File: config.mk
export PLATFORM = sky130hd
export DESIGN_NAME = ddr3_rx_dq_train_align
export DESIGN_NICKNAME = d
export VERILOG_FILES = /design/src/rtl/ddr3_rx_dq_train_align.sv
export SDC_FILE = /design/constraint.sdc
export NUM_CORES = 1
export LEC_CHECK = 0
export ABC_AREA = 1
export CORE_MARGIN = 10
export CORE_UTILIZATION = 68
export CTS_BUF_LIST = sky130_fd_sc_hd__clkbuf_4 sky130_fd_sc_hd__clkbuf_8
export CTS_CLUSTER_SIZE = 24
export DETAILED_ROUTE_END_ITERATION = 10
export GPL_ROUTABILITY_DRIVEN = 0
export PLACE_DENSITY = 0.93
export SLEW_MARGIN = 10
export SYNTH_ARGS = -nofsm -noshare
export SYNTH_HDL_FRONTEND = slang
export SYNTH_SLANG_ARGS = --single-unit
File: constraint.sdc
create_clock -name FAB_CLK -period 6.2 [get_ports FAB_CLK]
set_clock_uncertainty 0.1 [all_clocks]
set_input_delay 1.24 -clock FAB_CLK [delete_from_list [all_inputs] [get_ports FAB_CLK]]
set_output_delay 1.24 -clock FAB_CLK [all_outputs]
set_load 0.02 [all_outputs]
File: src/rtl/ddr3_rx_dq_train_align.sv
// Read-path trainer for one DDR3 DQ lane: sweeps the IOD delay line against a
// known pattern, centres on the first wide-enough eye, bit-slips to word
// alignment, then forwards aligned read data.
module ddr3_rx_dq_train_align #(
  parameter int unsigned TAP_WIDTH     = 7,
  parameter int unsigned SETTLE_CYCLES = 8,
  parameter int unsigned SAMPLE_WORDS  = 16,
  parameter logic [3:0]  TRAIN_PATTERN = 4'b1010,
  parameter int unsigned MIN_WINDOW    = 4
) (
  input  logic                 FAB_CLK,
  input  logic                 RESET_N,
  input  logic                 TRAIN_START,
  input  logic [3:0]           RX_DATA_0,
  input  logic                 DELAY_LINE_OUT_OF_RANGE_0,
  output logic                 DELAY_LINE_LOAD_0,
  output logic                 DELAY_LINE_MOVE_0,
  output logic                 DELAY_LINE_DIRECTION_0,
  output logic                 RX_BIT_SLIP_0,
  output logic [TAP_WIDTH-1:0] TAP_VALUE,
  output logic [1:0]           SLIP_COUNT,
  output logic                 TRAIN_DONE,
  output logic                 TRAIN_ERR,
  output logic [3:0]           RX_DATA_OUT,
  output logic                 RX_VALID
);

  localparam int unsigned WIN_W = TAP_WIDTH + 1;
  localparam int unsigned CNT_W = TAP_WIDTH + 2 + $clog2(SETTLE_CYCLES + SAMPLE_WORDS + 2);
  localparam logic [TAP_WIDTH-1:0] TAP_MAX = '1;

  typedef enum logic [3:0] {
    ST_IDLE, ST_LOAD, ST_SETTLE, ST_SAMPLE, ST_STEP,
    ST_CENTER, ST_SLIP_CHK, ST_SLIP_WAIT, ST_DONE, ST_ERR
  } state_t;

  state_t               state_q, state_d;
  logic [CNT_W-1:0]     cnt_q, cnt_d;
  logic [TAP_WIDTH-1:0] tap_q, tap_d;
  logic [TAP_WIDTH-1:0] first_q, first_d, last_q, last_d;
  logic [TAP_WIDTH-1:0] target_q, target_d;
  logic [TAP_WIDTH-1:0] win_first, win_last, open_first;
  logic [WIN_W-1:0]     win_sum, run_len, open_len;
  logic [CNT_W-1:0]     center_end;
  logic                 run_q, run_d, pass_q, pass_d, pass_now, to_center;
  logic [1:0]           slip_q, slip_d;
  logic                 load_q, load_d, move_q, move_d, dir_q, dir_d;
  logic                 bitslip_q, bitslip_d, done_q, done_d, err_q, err_d;
  logic                 valid_q, valid_d;
  logic [3:0]           rx_q;

  // A word passes the sweep if it is any rotation of the training pattern
  function automatic logic is_rot(input logic [3:0] w);
    return (w == TRAIN_PATTERN) ||
           (w == {TRAIN_PATTERN[0],   TRAIN_PATTERN[3:1]}) ||
           (w == {TRAIN_PATTERN[1:0], TRAIN_PATTERN[3:2]}) ||
           (w == {TRAIN_PATTERN[2:0], TRAIN_PATTERN[3]});
  endfunction

  assign pass_now   = pass_q && is_rot(RX_DATA_0);
  assign run_len    = {1'b0, last_q} - {1'b0, first_q} + WIN_W'(1);
  assign open_first = run_q ? first_q : tap_q;
  assign open_len   = {1'b0, tap_q} - {1'b0, open_first} + WIN_W'(1);
  assign center_end = CNT_W'({target_q, 1'b0}) + CNT_W'(SETTLE_CYCLES);

  // Next-state, window tracking and next values of the registered outputs
  always_comb begin
    state_d   = state_q;
    cnt_d     = cnt_q;
    pass_d    = pass_q;
    run_d     = run_q;
    first_d   = first_q;
    last_d    = last_q;
    target_d  = target_q;
    slip_d    = slip_q;
    win_first = first_q;
    win_last  = last_q;
    win_sum   = '0;
    to_center = 1'b0;
    tap_d     = tap_q;
    if (load_q)      tap_d = '0;
    else if (move_q) tap_d = tap_q + TAP_WIDTH'(1);

    case (state_q)
      ST_IDLE, ST_DONE, ST_ERR: if (TRAIN_START) state_d = ST_LOAD;
      ST_LOAD: begin
        state_d = ST_SETTLE;
        cnt_d   = '0;
        run_d   = 1'b0;
        first_d = '0;
        last_d  = '0;
        slip_d  = '0;
      end
      ST_SETTLE: begin
        if (DELAY_LINE_OUT_OF_RANGE_0) begin
          // Out-of-range tap counts as failed and ends the sweep
          if (run_q && (run_len >= WIN_W'(MIN_WINDOW))) to_center = 1'b1;
          else                                          state_d   = ST_ERR;
        end else if (cnt_q == CNT_W'(SETTLE_CYCLES - 1)) begin
          state_d = ST_SAMPLE;
          cnt_d   = '0;
          pass_d  = 1'b1;
        end else begin
          cnt_d = cnt_q + CNT_W'(1);
        end
      end
      ST_SAMPLE: begin
        if (cnt_q != CNT_W'(SAMPLE_WORDS - 1)) begin
          pass_d = pass_now;
          cnt_d  = cnt_q + CNT_W'(1);
        end else if (pass_now) begin
          win_first = open_first;
          win_last  = tap_q;
          first_d   = open_first;
          last_d    = tap_q;
          run_d     = 1'b1;
          if (tap_q == TAP_MAX) begin
            if (open_len >= WIN_W'(MIN_WINDOW)) to_center = 1'b1;
            else                                state_d   = ST_ERR;
          end else begin
            state_d = ST_STEP;
          end
        end else if (run_q && (run_len >= WIN_W'(MIN_WINDOW))) begin
          to_center = 1'b1;
        end else begin
          run_d   = 1'b0;
          state_d = (tap_q == TAP_MAX) ? ST_ERR : ST_STEP;
        end
      end
      ST_STEP: begin
        state_d = ST_SETTLE;
        cnt_d   = '0;
      end
      ST_CENTER: begin
        if (cnt_q == center_end) begin
          state_d = ST_SLIP_CHK;
          cnt_d   = '0;
        end else begin
          cnt_d = cnt_q + CNT_W'(1);
        end
      end
      ST_SLIP_CHK: begin
        if (RX_DATA_0 == TRAIN_PATTERN) begin
          state_d = ST_DONE;
        end else if (slip_q == 2'd3) begin
          state_d = ST_ERR;
        end else begin
          state_d = ST_SLIP_WAIT;
          slip_d  = slip_q + 2'd1;
          cnt_d   = '0;
        end
      end
      ST_SLIP_WAIT: begin
        if (cnt_q == CNT_W'(SETTLE_CYCLES - 1)) state_d = ST_SLIP_CHK;
        else                                     cnt_d   = cnt_q + CNT_W'(1);
      end
      default: state_d = ST_IDLE;
    endcase

    if (to_center) begin
      state_d  = ST_CENTER;
      cnt_d    = '0;
      win_sum  = {1'b0, win_first} + {1'b0, win_last};
      target_d = win_sum[WIN_W-1:1];
    end

    // CENTER: cnt 0 = LOAD, odd cnt up to 2*target = MOVE, then settle
    load_d    = (state_d == ST_LOAD) || ((state_d == ST_CENTER) && (cnt_d == '0));
    move_d    = (state_d == ST_STEP) ||
                ((state_d == ST_CENTER) && cnt_d[0] && (cnt_d <= CNT_W'({target_d, 1'b0})));
    bitslip_d = (state_q == ST_SLIP_CHK) && (state_d == ST_SLIP_WAIT);
    dir_d     = state_d inside {ST_LOAD, ST_SETTLE, ST_SAMPLE, ST_STEP, ST_CENTER};
    done_d    = (state_d == ST_DONE);
    err_d     = (state_d == ST_ERR);
    valid_d   = (state_d == ST_DONE);
  end

  // State and output registers
  always_ff @(posedge FAB_CLK) begin
    if (!RESET_N) begin
      state_q   <= ST_IDLE;
      cnt_q     <= '0;
      tap_q     <= '0;
      first_q   <= '0;
      last_q    <= '0;
      target_q  <= '0;
      run_q     <= 1'b0;
      pass_q    <= 1'b0;
      slip_q    <= '0;
      load_q    <= 1'b0;
      move_q    <= 1'b0;
      dir_q     <= 1'b0;
      bitslip_q <= 1'b0;
      done_q    <= 1'b0;
      err_q     <= 1'b0;
      valid_q   <= 1'b0;
      rx_q      <= '0;
    end else begin
      state_q   <= state_d;
      cnt_q     <= cnt_d;
      tap_q     <= tap_d;
      first_q   <= first_d;
      last_q    <= last_d;
      target_q  <= target_d;
      run_q     <= run_d;
      pass_q    <= pass_d;
      slip_q    <= slip_d;
      load_q    <= load_d;
      move_q    <= move_d;
      dir_q     <= dir_d;
      bitslip_q <= bitslip_d;
      done_q    <= done_d;
      err_q     <= err_d;
      valid_q   <= valid_d;
      rx_q      <= RX_DATA_0;
    end
  end

  assign DELAY_LINE_LOAD_0      = load_q;
  assign DELAY_LINE_MOVE_0      = move_q;
  assign DELAY_LINE_DIRECTION_0 = dir_q;
  assign RX_BIT_SLIP_0          = bitslip_q;
  assign TAP_VALUE              = tap_q;
  assign SLIP_COUNT             = slip_q;
  assign TRAIN_DONE             = done_q;
  assign TRAIN_ERR              = err_q;
  assign RX_DATA_OUT            = rx_q;
  assign RX_VALID               = valid_q;

endmodule

* Word-level counts from Yosys, hierarchy flattened
Cells that the tools add are included.
** Operators by class
- Add/subtract/negate cells :: 9
- $mul :: 0
- Div/mod/pow operators :: 0
- Magnitude comparators :: 3
- Equal/unequal tests :: 31
- Shift operators :: 0
- Multiplexer cells :: 53
- Bitwise operators :: 1
- Reductions and logical operators :: 23
** Operators with widths (number)
- $mux 14 :: 8
- $pmux 14 s6 :: 1
- $mux 4 :: 15
- $mux 7 :: 8
- $eq 4x3->1 const B :: 8
- $pmux 4 s7 :: 1
- $pmux 7 s2 :: 2
- $eq 4x4->1 const B :: 5
- $add 8x1->8 const B :: 2
- $eq 4x2->1 const B :: 4
- $ge 8x3->1 const B :: 2
- $sub 7x7->8 :: 2
- $add 14x1->14 const B :: 1
- $eq 14x3->1 const B :: 1
- $eq 14x9->1 :: 1
- $le 14x8->1 :: 1
- $logic_not 14->1 :: 1
- $ne 14x4->1 const B :: 1
- $mux 1 :: 12
- $ne 2x2->1 const B :: 6
- $add 8x4->9 const B :: 1
- $add 7x7->8 :: 1
- $eq 4x1->1 const B :: 2
- $add 7x1->7 const B :: 1
- other kinds (17) :: 33
** Word-level totals
- Register bits :: 60
- Latch bits :: 0
- Bits in writable memories :: 0
- Memory bits (read-only) :: 0
- Input bits :: 8
- Output and inout port bits :: 20
- Word-level logic and storage cells :: 136
- Memories :: 0

* Logic depth before layout (Yosys ltp)
- Word-level depth :: 14
- Depth in mapped cells :: 28
- Depth with buffers taken out :: 26

* Worst setup path after synthesis
OpenSTA, ideal clock, no wires.
- Kind :: input port to flip-flop
- Start point :: in RX_DATA_0[0]
- End point :: reg move_q, in the netlist DELAY_LINE_MOVE_0
- Setup time :: 0.070 ns
- Arrival time :: 4.366 ns
- Data required time :: 6.030 ns
- Path slack :: 1.665 ns
- Stages on the path :: 24
- Path buffers :: 1
- Path through :: nor2_1 -> nand3_1 -> nand2_1 -> nand2_1 -> inv_1 -> nand2_2 -> clkbuf_1 -> o21ai_0 -> o21ai_0 -> fa_1 -> a21oi_1 -> nor2_1 -> o21ai_0 -> nand2_1 -> a21oi_1 -> xnor2_1 -> nand2_1 -> o21ai_0 -> inv_1 -> ha_1 -> a21o_1 -> a21oi_1 -> nand3_1 -> a21oi_1
** On the way
- Longest elaborated chain between the ends :: 13
- Elaborated cells between the ends (all ways) :: 31
- Those cells by class :: 1 x add/sub; 1 x order compare; 4 x eq/ne; 18 x mux; 7 x reduce/logical
** Ends and longest elaborated chain
- start: declaration :: RTL line 14 : input logic [3:0] RX_DATA_0,
- $eq 4x4->1 / $eq 4x3->1 (equally long branches)
- $logic_or 1x1->1 :: RTL line 54 : return (w == TRAIN_PATTERN) ||
- $logic_or 1x1->1 :: RTL line 55 : (w == {TRAIN_PATTERN[0], TRAIN_PATTERN[3:1]}) ||
- $logic_or 1x1->1 :: RTL line 56 : (w == {TRAIN_PATTERN[1:0], TRAIN_PATTERN[3:2]}) ||
- $logic_and 1x1->1 :: RTL line 60 : assign pass_now = pass_q && is_rot(RX_DATA_0);
- $mux 7, or another cell as far along (2 in series)
- $mux 7, or another cell as far along :: RTL line 84 : case (state_q)
- $add 7x7->8 / $mux 4 (equally long branches) :: RTL line 163, 160
- $mux 7 / $eq 4x3->1 (equally long branches) :: RTL line 160, 170
- $le 14x8->1 / $logic_and 1x1->1 (equally long branches) :: RTL line 170 : ((state_d == ST_CENTER) && cnt_d[0] && (cnt_d <= CNT_W'({target_d, 1'b0})));
- $logic_and 1x1->1 :: RTL line 170
- $logic_or 1x1->1 * :: RTL line 169 : move_d = (state_d == ST_STEP) ||
- end signal: assignment :: RTL line 209 : move_q <= move_d;
- end: declaration :: RTL line 47 : logic load_q, load_d, move_q, move_d, dir_q, dir_d;
Every way passes the cells marked *; elsewhere a longest branch is shown, timed or not.
A chain may end at the register's enable or synchronous reset.

* Final worst setup path
Same ends and word-level chain as after synthesis.

==> summary.md <==
| Metric | Value |
|---|---|
| Outcome | `finished, final reports clean` |
| Reg2Reg Setup Slack | `1.36 ns` |
| Input/output buffers | `27` |
| Total Routing Usage GR | `0.255` |
| Startpoint class of the critical path | `input port` |
| Cell Rows | `31` |
| Mapped Avg Cell Area | `6.19 um^2` |
| Slew Limit Fails | `0` |
| Yosys warns | `0` |
| Area Overhead vs Synth | `10.2%` |
| Critical Path Max Stage Delay | `0.51 ns` |
| DIE HEIGHT | `106 um` |
| Overflow after GRT | `0` |
| Fraction of registers with async set/reset | `0` |
| PostCTS Resize Cnt | `0` |
| Minimum clock period | `5.15 ns` |
| Final setup fails | `0` |
| Grt met3 use | `0.0688` |
| Via Count | `5,694` |
| DRT iter0 DRCs | `482` |
| Final Cell Area | `5600 um^2` |
| Pwr Density | `186 nW/um^2` |
| Starting density of the core | `0.701` |
| Total clock sinks | `60` |
| Synth cell types | `44` |
| Clock buffer count from CTS | `9` |
| Clk pin slew, worst setup/hold paths | `0.07 ns` |
| Main synth FF type | `dfxtp_1` |
| Synth area leader | `dfxtp_1` |
| Post-Syn Instances | `822` |
| Largest net degree at the start of global routing | `33` |
| Avg WL per Cell | `15.5 um` |
| Top cells by area, synth | `dfxtp_1 (24%), nand2_1 (17%), ha_1 (11%)` |
| Synth Register Bits | `60` |
| TNS Setup | `0 ns` |
| Top cell type's share of synthesized area | `0.236` |
| Hold_buf cts | `0` |
| GR Layer Usage met1 | `0.279` |
| WHS Path Cells | `2` |
| Worst setup EP type | `flop` |
| Number of fill cells | `548` |
| CTS tree | `done` |
| Drt pass-1 iters | `8` |
| Crit-path max FO | `16` |
| Arr. time, crit path | `5.34 ns` |
| Post-synthesis sequential area ratio | `0.236` |
| Crit Path Class | `input port to flop` |
| Final std cells w/o fill | `945` |
| Worst Reg2Reg Path Length in Cells | `25` |
| Pleak | `0.00267 uW` |
| Share of the core filled with cells | `0.773` |
| CTS Buffer Depth | `2` |
| Worst Min Path Start | `first_q[0]$_SDFFE_PN0P_` |
| Fin nets | `896` |
| Total number of H-tree levels | `3` |
| End of the worst register-to-register path | `DELAY_LINE_MOVE_0$_SDFF_PN0_` |
| # IOs | `28` |
| Clk_lat worst skew | `0.36 ns` |
| Rel. slew slack | `0.516` |
| Antenna violations before repair | `0` |
| Layer with the highest usage | `met2` |
| Final period util | `0.830` |
| Critical R2R Launch | `run_q$_SDFFE_PN0P_` |
| Syn Nets | `877` |
| DIE AREA | `11,300 um^2` |
| RSZ-0062 raised after global routing | `no` |
| Worst endpoint required time | `6.39 ns` |
| # placed instances | `929` |
| Max Freq | `0.194 GHz` |
| Worst-Margin Slew | `0.725 ns` |
| GR Util met2 | `0.434` |
| Vias per inst | `6.03` |
| First-pass GRT wire length | `24.2 mm` |
| Postcts setup bufs | `0` |
| Post-synth top cells | `nand2_1 (227), inv_1 (104), nor2_1 (86), dfxtp_1 (60), a21oi_1 (54)` |
| Max Cap Viol | `0` |
| Routed WL | `14.7 mm` |
| Synthesized cell area | `5090 um^2` |
| Antenna violation net count after detailed routing | `0` |
| Die Wd | `106 um` |
| Worst Hold Class | `flop to flop` |
| VDD IR max | `0.115 mV` |
| Root Buffer | `clkbuf_8` |
| Vias in the first global route | `5,379` |
| Post-synth EDFFs | `0` |
| CP Cell Sequence | `clkdlybuf4s50_1 > nor2_1 > nand3_1 > nand2_1 > nand2_1 > inv_1 > nand2_2 > o21ai_0 > o21ai_0 > fa_1 > a21oi_1 > nor2_1 > o21ai_0 > nand2_1 > a21oi_1 > xnor2_1 > nand2_1 > o21ai_0 > inv_1 > ha_1 > a21o_1 > a21oi_1 > nand3_1 > a21oi_1` |
| # DRC | `0` |
| Core area | `7250 um^2` |
| ANT cells | `0` |
| Placed cell area | `5390 um^2` |
| Post-DP HPWL | `11.2 mm` |
| Critical path's slowest cell | `fa_1` |
| Hold Fails Final Rpt | `0` |
| Count leader, synth | `nand2_1` |
| Hold Crit Endpoint | `first_q[0]$_SDFFE_PN0P_` |
| Share of layout cells above drive strength 1 | `0.0733` |
[cells by family (layout without fill, tap and decap cells)]
| family | count (synthesis) | in the layout | synth area share |
|---|---|---|---|
| AND/OR/NAND/NOR | 427 | 427 | 0.367 |
| buffers and inverters | 140 | 164 | 0.108 |
| AO/OA/AOI/OAI | 138 | 138 | 0.152 |
| flip-flops | 60 | 60 | 0.236 |
| adder cells (fa/ha/maj) | 47 | 47 | 0.120 |
| XOR/XNOR | 10 | 10 | 0.0172 |
[cells in the final DEF, fill, tap and decap left out, types with 3 or more instances in the layout]
| cell | n |
|---|---|
| nand4_1 | 13 |
| dfxtp_1 | 60 |
| clkdlybuf4s50_1 | 27 |
| nand3b_1 | 3 |
| o211ai_1 | 8 |
| nand2_1 | 227 |
| o21ai_0 | 51 |
| xnor2_1 | 5 |
| nor2_4 | 3 |
| nand3_1 | 50 |
| xor2_1 | 5 |
| a31oi_1 | 3 |
| nor3_1 | 17 |
| clkbuf_8 | 11 |
| nand3_2 | 5 |
| nor3_2 | 3 |
| nor2_2 | 7 |
| inv_1 | 104 |
| nor2_1 | 86 |
| a21oi_1 | 54 |
| nand2_2 | 7 |
| inv_2 | 14 |
| fa_1 | 3 |
| ha_1 | 44 |
| o21ai_1 | 8 |
[report_power, final]
group	switching (uW)	total [uW]	internal, uW	leakage, uW
combinational	163	240	77.2	0.00208
sequential	19.4	421	402	0.000486
clock	165	382	217	0.000103
[final cells by class]
cell class | instances | area, um^2 | area share
clock buffers | 13 | 166 | 0.0297
flip-flops and latches | 60 | 1200 | 0.214
well taps | 99 | 124 | 0.0221
clock inverters | 3 | 45.0 | 0.00804
inverters | 119 | 447 | 0.0797
multi-input cells | 622 | 3340 | 0.595
repair buffers | 29 | 285 | 0.0509
[routing by layer]
layer	up-vias	routed length (um)
met5	-	0
met4	0	761
met3	92	1460
met2	351	6920
met1	2544	5530
li1	2707	-
[flip-flops by register name (all words and copies together), names as in the netlist, 2 cells and up]
name         flops
cnt_q           14
TAP_VALUE        7
first_q          7
last_q           7
target_q         7
RX_DATA_OUT      4
state_q          4
SLIP_COUNT       2
[metrics by stage]
stage	setup WS (ns)	hold slack (ns)	power (uW)
5_1_grt	0.790	0.392	1080
4_1_cts	1.13	0.371	1030
3_3_place_gp	1.01	0.358	645
3_5_place_dp	0.786	0.361	655
6_report	1.05	0.380	1040
2_1_floorplan	1.66	0.345	585
[worst max-delay path by stage]
stage                             from                            to  slack, ns
after floorplan           RX_DATA_0[0]  DELAY_LINE_MOVE_0$_SDFF_PN0_       1.66
after global placement    RX_DATA_0[0]  DELAY_LINE_MOVE_0$_SDFF_PN0_       1.01
after detailed placement  RX_DATA_0[0]  DELAY_LINE_MOVE_0$_SDFF_PN0_       0.79
after CTS                 RX_DATA_0[0]  DELAY_LINE_MOVE_0$_SDFF_PN0_       1.13
after global routing      RX_DATA_0[0]  DELAY_LINE_MOVE_0$_SDFF_PN0_       0.79
final                     RX_DATA_0[0]  DELAY_LINE_MOVE_0$_SDFF_PN0_       1.05
[worst max-delay path: cells and delay by family]
| family | cells | cell delay, ns |
|---|---|---|
| compound gates | 9 | 1.50 |
| xor+xnor | 1 | 0.13 |
| simple gates | 9 | 0.98 |
| buf+inv | 3 | 0.67 |
| fa+ha+maj | 2 | 0.80 |
Note: power is estimated with default switching activity, not from simulation.
